==> src/rtl/io_input_conditioner_if.sv <==
// ---------------------------------------------------------------------------
// io_input_conditioner_if
// Bundles the raw pin inputs, the sticky-clear controls and the conditioned
// outputs of io_input_conditioner.
//   in_raw        raw asynchronous pin levels
//   in_clear_en   strobe that clears the sticky flags picked by in_clear_mask
//   in_clear_mask per-channel sticky clear select
//   out_port      debounced stable levels (to the I/O block input port)
//   out_rise      one-cycle 0->1 pulse per channel
//   out_fall      one-cycle 1->0 pulse per channel
//   out_sticky    latched rising-edge flags
// Modports: master drives the inputs (pins/CPU side), slave is the conditioner.
// ---------------------------------------------------------------------------
interface io_input_conditioner_if #(
    parameter int WIDTH = 4
);
    logic [WIDTH-1:0] in_raw;
    logic             in_clear_en;
    logic [WIDTH-1:0] in_clear_mask;
    logic [WIDTH-1:0] out_port;
    logic [WIDTH-1:0] out_rise;
    logic [WIDTH-1:0] out_fall;
    logic [WIDTH-1:0] out_sticky;

    modport master (
        output in_raw,
        output in_clear_en,
        output in_clear_mask,
        input  out_port,
        input  out_rise,
        input  out_fall,
        input  out_sticky
    );

    modport slave (
        input  in_raw,
        input  in_clear_en,
        input  in_clear_mask,
        output out_port,
        output out_rise,
        output out_fall,
        output out_sticky
    );
endinterface

==> src/rtl/io_input_conditioner.sv <==
// ---------------------------------------------------------------------------
// io_input_conditioner
// Synchronises, debounces and edge-detects WIDTH raw input pins before they
// reach the I/O block's memory-mapped input port.
// Ports:
//   clk    system clock, rising edge
//   rst_n  asynchronous active-low reset
//   bus    io_input_conditioner_if.slave (see interface header for signals)
// A new level is accepted only after DEBOUNCE_CYCLES consecutive edges on
// which the synchronised input differs from the current stable level.
// ---------------------------------------------------------------------------
module io_input_conditioner #(
    parameter int WIDTH           = 4,
    parameter int SYNC_STAGES     = 2,
    parameter int DEBOUNCE_CYCLES = 16
) (
    input  logic                       clk,
    input  logic                       rst_n,
    io_input_conditioner_if.slave      bus
);
    localparam int CNT_W = $clog2(DEBOUNCE_CYCLES);
    localparam logic [CNT_W-1:0] CNT_MAX = CNT_W'(DEBOUNCE_CYCLES - 1);

    logic [WIDTH-1:0] sync_q [SYNC_STAGES];
    logic [WIDTH-1:0] stable_q;
    logic [CNT_W-1:0] cnt_q  [WIDTH];
    logic [WIDTH-1:0] port_q;
    logic [WIDTH-1:0] rise_q;
    logic [WIDTH-1:0] fall_q;
    logic [WIDTH-1:0] sticky_q;

    logic [WIDTH-1:0] sync_lvl;
    logic [WIDTH-1:0] rise_nxt;
    logic [WIDTH-1:0] clr_sel;

    assign sync_lvl = sync_q[SYNC_STAGES-1];
    // port_q still holds the previous stable level, so a difference against
    // stable_q marks the edge at which stable changed.
    assign rise_nxt = stable_q & ~port_q;
    assign clr_sel  = bus.in_clear_en ? bus.in_clear_mask : '0;

    // Metastability synchroniser chain
    always_ff @(posedge clk or negedge rst_n) begin
        if (!rst_n) begin
            for (int s = 0; s < SYNC_STAGES; s++) begin
                sync_q[s] <= '0;
            end
        end else begin
            sync_q[0] <= bus.in_raw;
            for (int s = 1; s < SYNC_STAGES; s++) begin
                sync_q[s] <= sync_q[s-1];
            end
        end
    end

    // Per-channel debounce: count consecutive mismatches, accept on the last
    always_ff @(posedge clk or negedge rst_n) begin
        if (!rst_n) begin
            stable_q <= '0;
            for (int i = 0; i < WIDTH; i++) begin
                cnt_q[i] <= '0;
            end
        end else begin
            for (int i = 0; i < WIDTH; i++) begin
                if (sync_lvl[i] == stable_q[i]) begin
                    cnt_q[i] <= '0;
                end else if (cnt_q[i] == CNT_MAX) begin
                    stable_q[i] <= sync_lvl[i];
                    cnt_q[i]    <= '0;
                end else begin
                    cnt_q[i] <= cnt_q[i] + 1'b1;
                end
            end
        end
    end

    // Registered outputs: port, edge pulses and sticky flags move together
    always_ff @(posedge clk or negedge rst_n) begin
        if (!rst_n) begin
            port_q   <= '0;
            rise_q   <= '0;
            fall_q   <= '0;
            sticky_q <= '0;
        end else begin
            port_q   <= stable_q;
            rise_q   <= rise_nxt;
            fall_q   <= ~stable_q & port_q;
            // A new rise overrides a coincident clear.
            sticky_q <= (sticky_q & ~clr_sel) | rise_nxt;
        end
    end

    assign bus.out_port   = port_q;
    assign bus.out_rise   = rise_q;
    assign bus.out_fall   = fall_q;
    assign bus.out_sticky = sticky_q;
endmodule

==> src/flat_wrapper.sv <==
// flat-port wrapper written by rule: the top's interface ports become plain ports
module io_input_conditioner_flat 
#(
    parameter int WIDTH           = 4,
    parameter int SYNC_STAGES     = 2,
    parameter int DEBOUNCE_CYCLES = 16
)
  (clk, rst_n, bus_in_raw, bus_in_clear_en, bus_in_clear_mask, bus_out_port, bus_out_rise, bus_out_fall, bus_out_sticky);
  io_input_conditioner_if #(.WIDTH(WIDTH)) bus_i ();
  input  logic clk;
  input  logic rst_n;
  input wire logic [$bits(bus_i.in_raw)-1:0] bus_in_raw;
  input wire logic [$bits(bus_i.in_clear_en)-1:0] bus_in_clear_en;
  input wire logic [$bits(bus_i.in_clear_mask)-1:0] bus_in_clear_mask;
  output wire logic [$bits(bus_i.out_port)-1:0] bus_out_port;
  output wire logic [$bits(bus_i.out_rise)-1:0] bus_out_rise;
  output wire logic [$bits(bus_i.out_fall)-1:0] bus_out_fall;
  output wire logic [$bits(bus_i.out_sticky)-1:0] bus_out_sticky;
  assign bus_i.in_raw = bus_in_raw;
  assign bus_i.in_clear_en = bus_in_clear_en;
  assign bus_i.in_clear_mask = bus_in_clear_mask;
  assign bus_out_port = bus_i.out_port;
  assign bus_out_rise = bus_i.out_rise;
  assign bus_out_fall = bus_i.out_fall;
  assign bus_out_sticky = bus_i.out_sticky;
  io_input_conditioner #(.WIDTH(WIDTH), .SYNC_STAGES(SYNC_STAGES), .DEBOUNCE_CYCLES(DEBOUNCE_CYCLES)) u_core (.clk(clk), .rst_n(rst_n), .bus(bus_i));
endmodule
==> config.mk <==
export PLATFORM = sky130hd
export DESIGN_NAME = io_input_conditioner_flat
export DESIGN_NICKNAME = d
export VERILOG_FILES = /design/src/rtl/io_input_conditioner_if.sv /design/src/rtl/io_input_conditioner.sv /design/src/flat_wrapper.sv
export SDC_FILE = /design/constraint.sdc
export NUM_CORES = 1
export LEC_CHECK = 0
export ABC_CLOCK_PERIOD_IN_PS = 1100
export BUFFER_PORTS_ARGS = -buffer_cell sky130_fd_sc_hd__buf_2
export CAP_MARGIN = 30
export CORE_MARGIN = 2
export CORE_UTILIZATION = 49
export DETAILED_ROUTE_END_ITERATION = 8
export PLACE_DENSITY = 0.85
export SYNTH_ARGS = -nofsm -noshare
export SYNTH_HDL_FRONTEND = slang
export SYNTH_SLANG_ARGS = --single-unit
==> constraint.sdc <==
create_clock -name clk -period 1.1 [get_ports clk]
set_input_delay 0.055 -clock clk [delete_from_list [all_inputs] [get_ports clk]]
set_output_delay 0.055 -clock clk [all_outputs]
set_load 0.1 [all_outputs]
==> qor.csv <==
stage,metric,value,unit
cts,cts.sinks,44,
synth,synth.ff_latch_count,44,
setup_path,crit_path_max_fanout,3,
drt,drcViolationCount,0,
global_route,grt_pass1_wl,4698,um
finish,drive_gt1_frac,0.4303,
cts,h-tree-depth,2,
placement,dpl_cell_area,2052,um2
floorplan,std_cell_rows,20,
drt,vias,1026,
run,maxCapViolCount,0,
synth,yosysMostFrequentCell,dfrtp_1,
placement,dp_hpwl,1817,um
global_route,grt_max_degree,45,
synth,syn_area,1617,um2
drt,finalWirelength,2815,um
synth,netlist-cell-type-count,14,
cts,cts_made_buffers,5,
synth,ys_top_cells_by_area,"dfrtp_1 (68%), nor2b_1 (4.6%), xnor2_1 (4.3%)",
cts,clock_latency,0.36,ns
synth,synthCells,112,
outcome,outcome,"finished, violations left",
setup_path,rr_worst_depth,3,
drt,vias_per_cell,4.909,
setup_path,required,1.36,ns
synth,synth_common_cells,"dfrtp_1 (44), nor2b_1 (12), a21oi_1 (8), xnor2_1 (8)",
placement,gp_congestion,0.6815,
synth,yosys_warnings,0,
drt,drt_iter0_markers,10,
synth,yosysSeqAreaShare,0.6811,
floorplan,die_x,61.44,um
synth,yosysTopAreaCell,dfrtp_1,
drt,drt_pass1_iterations,4,
cts,cts_tree,built,
floorplan,die_y,61.44,um
drt,antenna_left,0,
timing,slew_headroom,0.7661,
cts,clkTransAtPathRegs,0.13,ns
finish,syn_to_final_growth,43.58,%
finish,multi_input_area,574.3,um2
finish,nFillCells,201,
timing,fin_crit_sh,1.005,
global_route,grt_pass1_vias,1106,
synth,synth-edff-count,0,
floorplan,die_area,3774,um2
global_route,grt_overflow,0,
timing,finalWorstSetupSlack,-0.005701,ns
finish,layout.nets,179,
timing,drv_slew,0,
floorplan,ios,27,
floorplan,start_util,0.5210,
power,p_leak,1.092,nW
finish,utilization,0.7480,
floorplan,core_area,3103,um2
timing,fin_skew,0.006980,ns
timing,fin_crit,1.106,ns
timing,hold_viol,0,
setup_path,path_class,flop to flop,
timing,setup-violations-final,1,
finish,regArea,1111,um2
finish,n_antenna_cell,0,
power,ir_worst_vdd,0.7949,mV
synth,syn_nets,127,
setup_path,arrival,1.36,ns
synth,avgSynthCellArea,14.43,um2
global_route,grt_antenna_before_repair,0,
finish,fin_area,2321,um2
placement,dpl_worst_slack,-0.01030,ns
power,powerDensity,1202,nW/um2
timing,worst_pin_slew,0.3483,ns
setup_path,startpoint_type,flop,
cts,clockBufferDepth,2,
synth,synth-main-ff-cell,dfrtp_1,
setup_path,end_kind,flop,
drt,routedWlPerCell,13.47,um
timing,finalSetupTns,-0.005701,ns
timing,rsz0062_at_grt,true,
cts,root_buffer,clkbuf_4,
placement,io_buffers,26,
synth,async_flop_share,1.000,
synth,synth_top_area_share,0.6811,
worst_hold_path,hold_class,primary input to async pin,
global_route,grt_usage,0.1781,
timing,clock.fmax,904.4,MHz
outcome,violations,negative setup slack,
[sequential cells by signal (all words and copies together), names as in the netlist]
register	flops
u_core.cnt_q	16
u_core.sync_lvl	4
u_core.sync_q	4
u_core.bus.out_port	4
u_core.bus.out_rise	4
u_core.bus.out_sticky	4
u_core.stable_q	4
u_core.bus.out_fall	4
[stage by stage]
step	hold WS, ns	cells	power (mW)
6_report	0.1924	209	2.790
4_1_cts	0.2029	209	2.779
3_3_place_gp	0.04333	187	1.918
3_5_place_dp	0.04865	187	1.933
2_1_floorplan	-0.2406	112	1.830
5_1_grt	0.2139	209	2.917
[critical path, cell delays in order (launching register included)]
cell     delay [ns]
dfrtp_1        0.43
ha_4           0.18
nand3_2        0.09
mux2_4         0.30
[final timing paths]
check                                  from                     end  slack, ns
max                        u_core.cnt_q[12]      u_core.stable_q[0]     -0.006
min                                   rst_n  u_core.bus.out_fall[1]       0.19
max reg2reg                u_core.cnt_q[12]      u_core.stable_q[0]     -0.006
min reg2reg                u_core.sync_q[7]      u_core.sync_lvl[3]       0.36
max in group asynchronous             rst_n  u_core.bus.out_port[3]       0.69
min in group clk              bus_in_raw[1]        u_core.sync_q[5]       0.33
[power by group]
part,total [mW],internal [mW],switching [mW]
registers,1.72,1.67,0.0511
clock network,0.814,0.305,0.510
logic,0.256,0.141,0.115
total,2.79,2.11,0.675
[placed cells by master, fill, tap and decap left out, types with 2 or more instances in the layout]
master         instances
a21o_1                 4
nor2b_1               12
clkinv_2               2
mux2_4                 4
ha_4                   3
nand4b_1               4
dlygate4sd3_1         10
nand3_2                3
nand2_1                4
nor3b_2                4
dfrtp_2                8
buf_2                 10
buf_4                 11
buf_12                13
a21oi_1                7
xnor2_2                3
clkbuf_4               5
dfrtp_1               36
inv_1                  4
o21ai_1                3
nor2_1                 4
xnor2_1                5
[layer usage]
| metal | GRT usage | share of wire |
|---|---|---|
| met4 | 0.08207 | 0.011 |
| met5 | 0 | 0 |
| met1 | 0.1924 | 0.42 |
| met2 | 0.3116 | 0.51 |
| met3 | 0.06513 | 0.055 |
[kinds of logic after synthesis]
| kind of cell | after synthesis | share of synthesized area |
|---|---|---|
| and+or+nand+nor | 32 | 0.1424 |
| xor gates and xnor gates | 8 | 0.04335 |
| AOI/OAI and AO/OA | 16 | 0.05573 |
| muxes | 4 | 0.03715 |
| buffers and inverters | 4 | 0.009285 |
| adders and majority gates | 4 | 0.03096 |
| DFF | 44 | 0.6811 |
[layout make-up]
class | count | area share
Sequential cell | 44 | 0.4787
Multi-Input combinational cell | 64 | 0.2474
Timing Repair Buffer | 45 | 0.2173
Tap cell | 44 | 0.02372
Clock buffer | 6 | 0.02210
Inverter | 4 | 0.006469
Clock inverter | 2 | 0.004313
[what timing repair did]
item                       CTS  global route
buffers inserted             4             0
hold buffers                10             0
setup endpoints to repair    7            18
gates resized for setup      5            11
pin swaps                    1             4
hold endpoints to repair    52             0
cloned                       0             0
(Power assumes the default switching activity.)
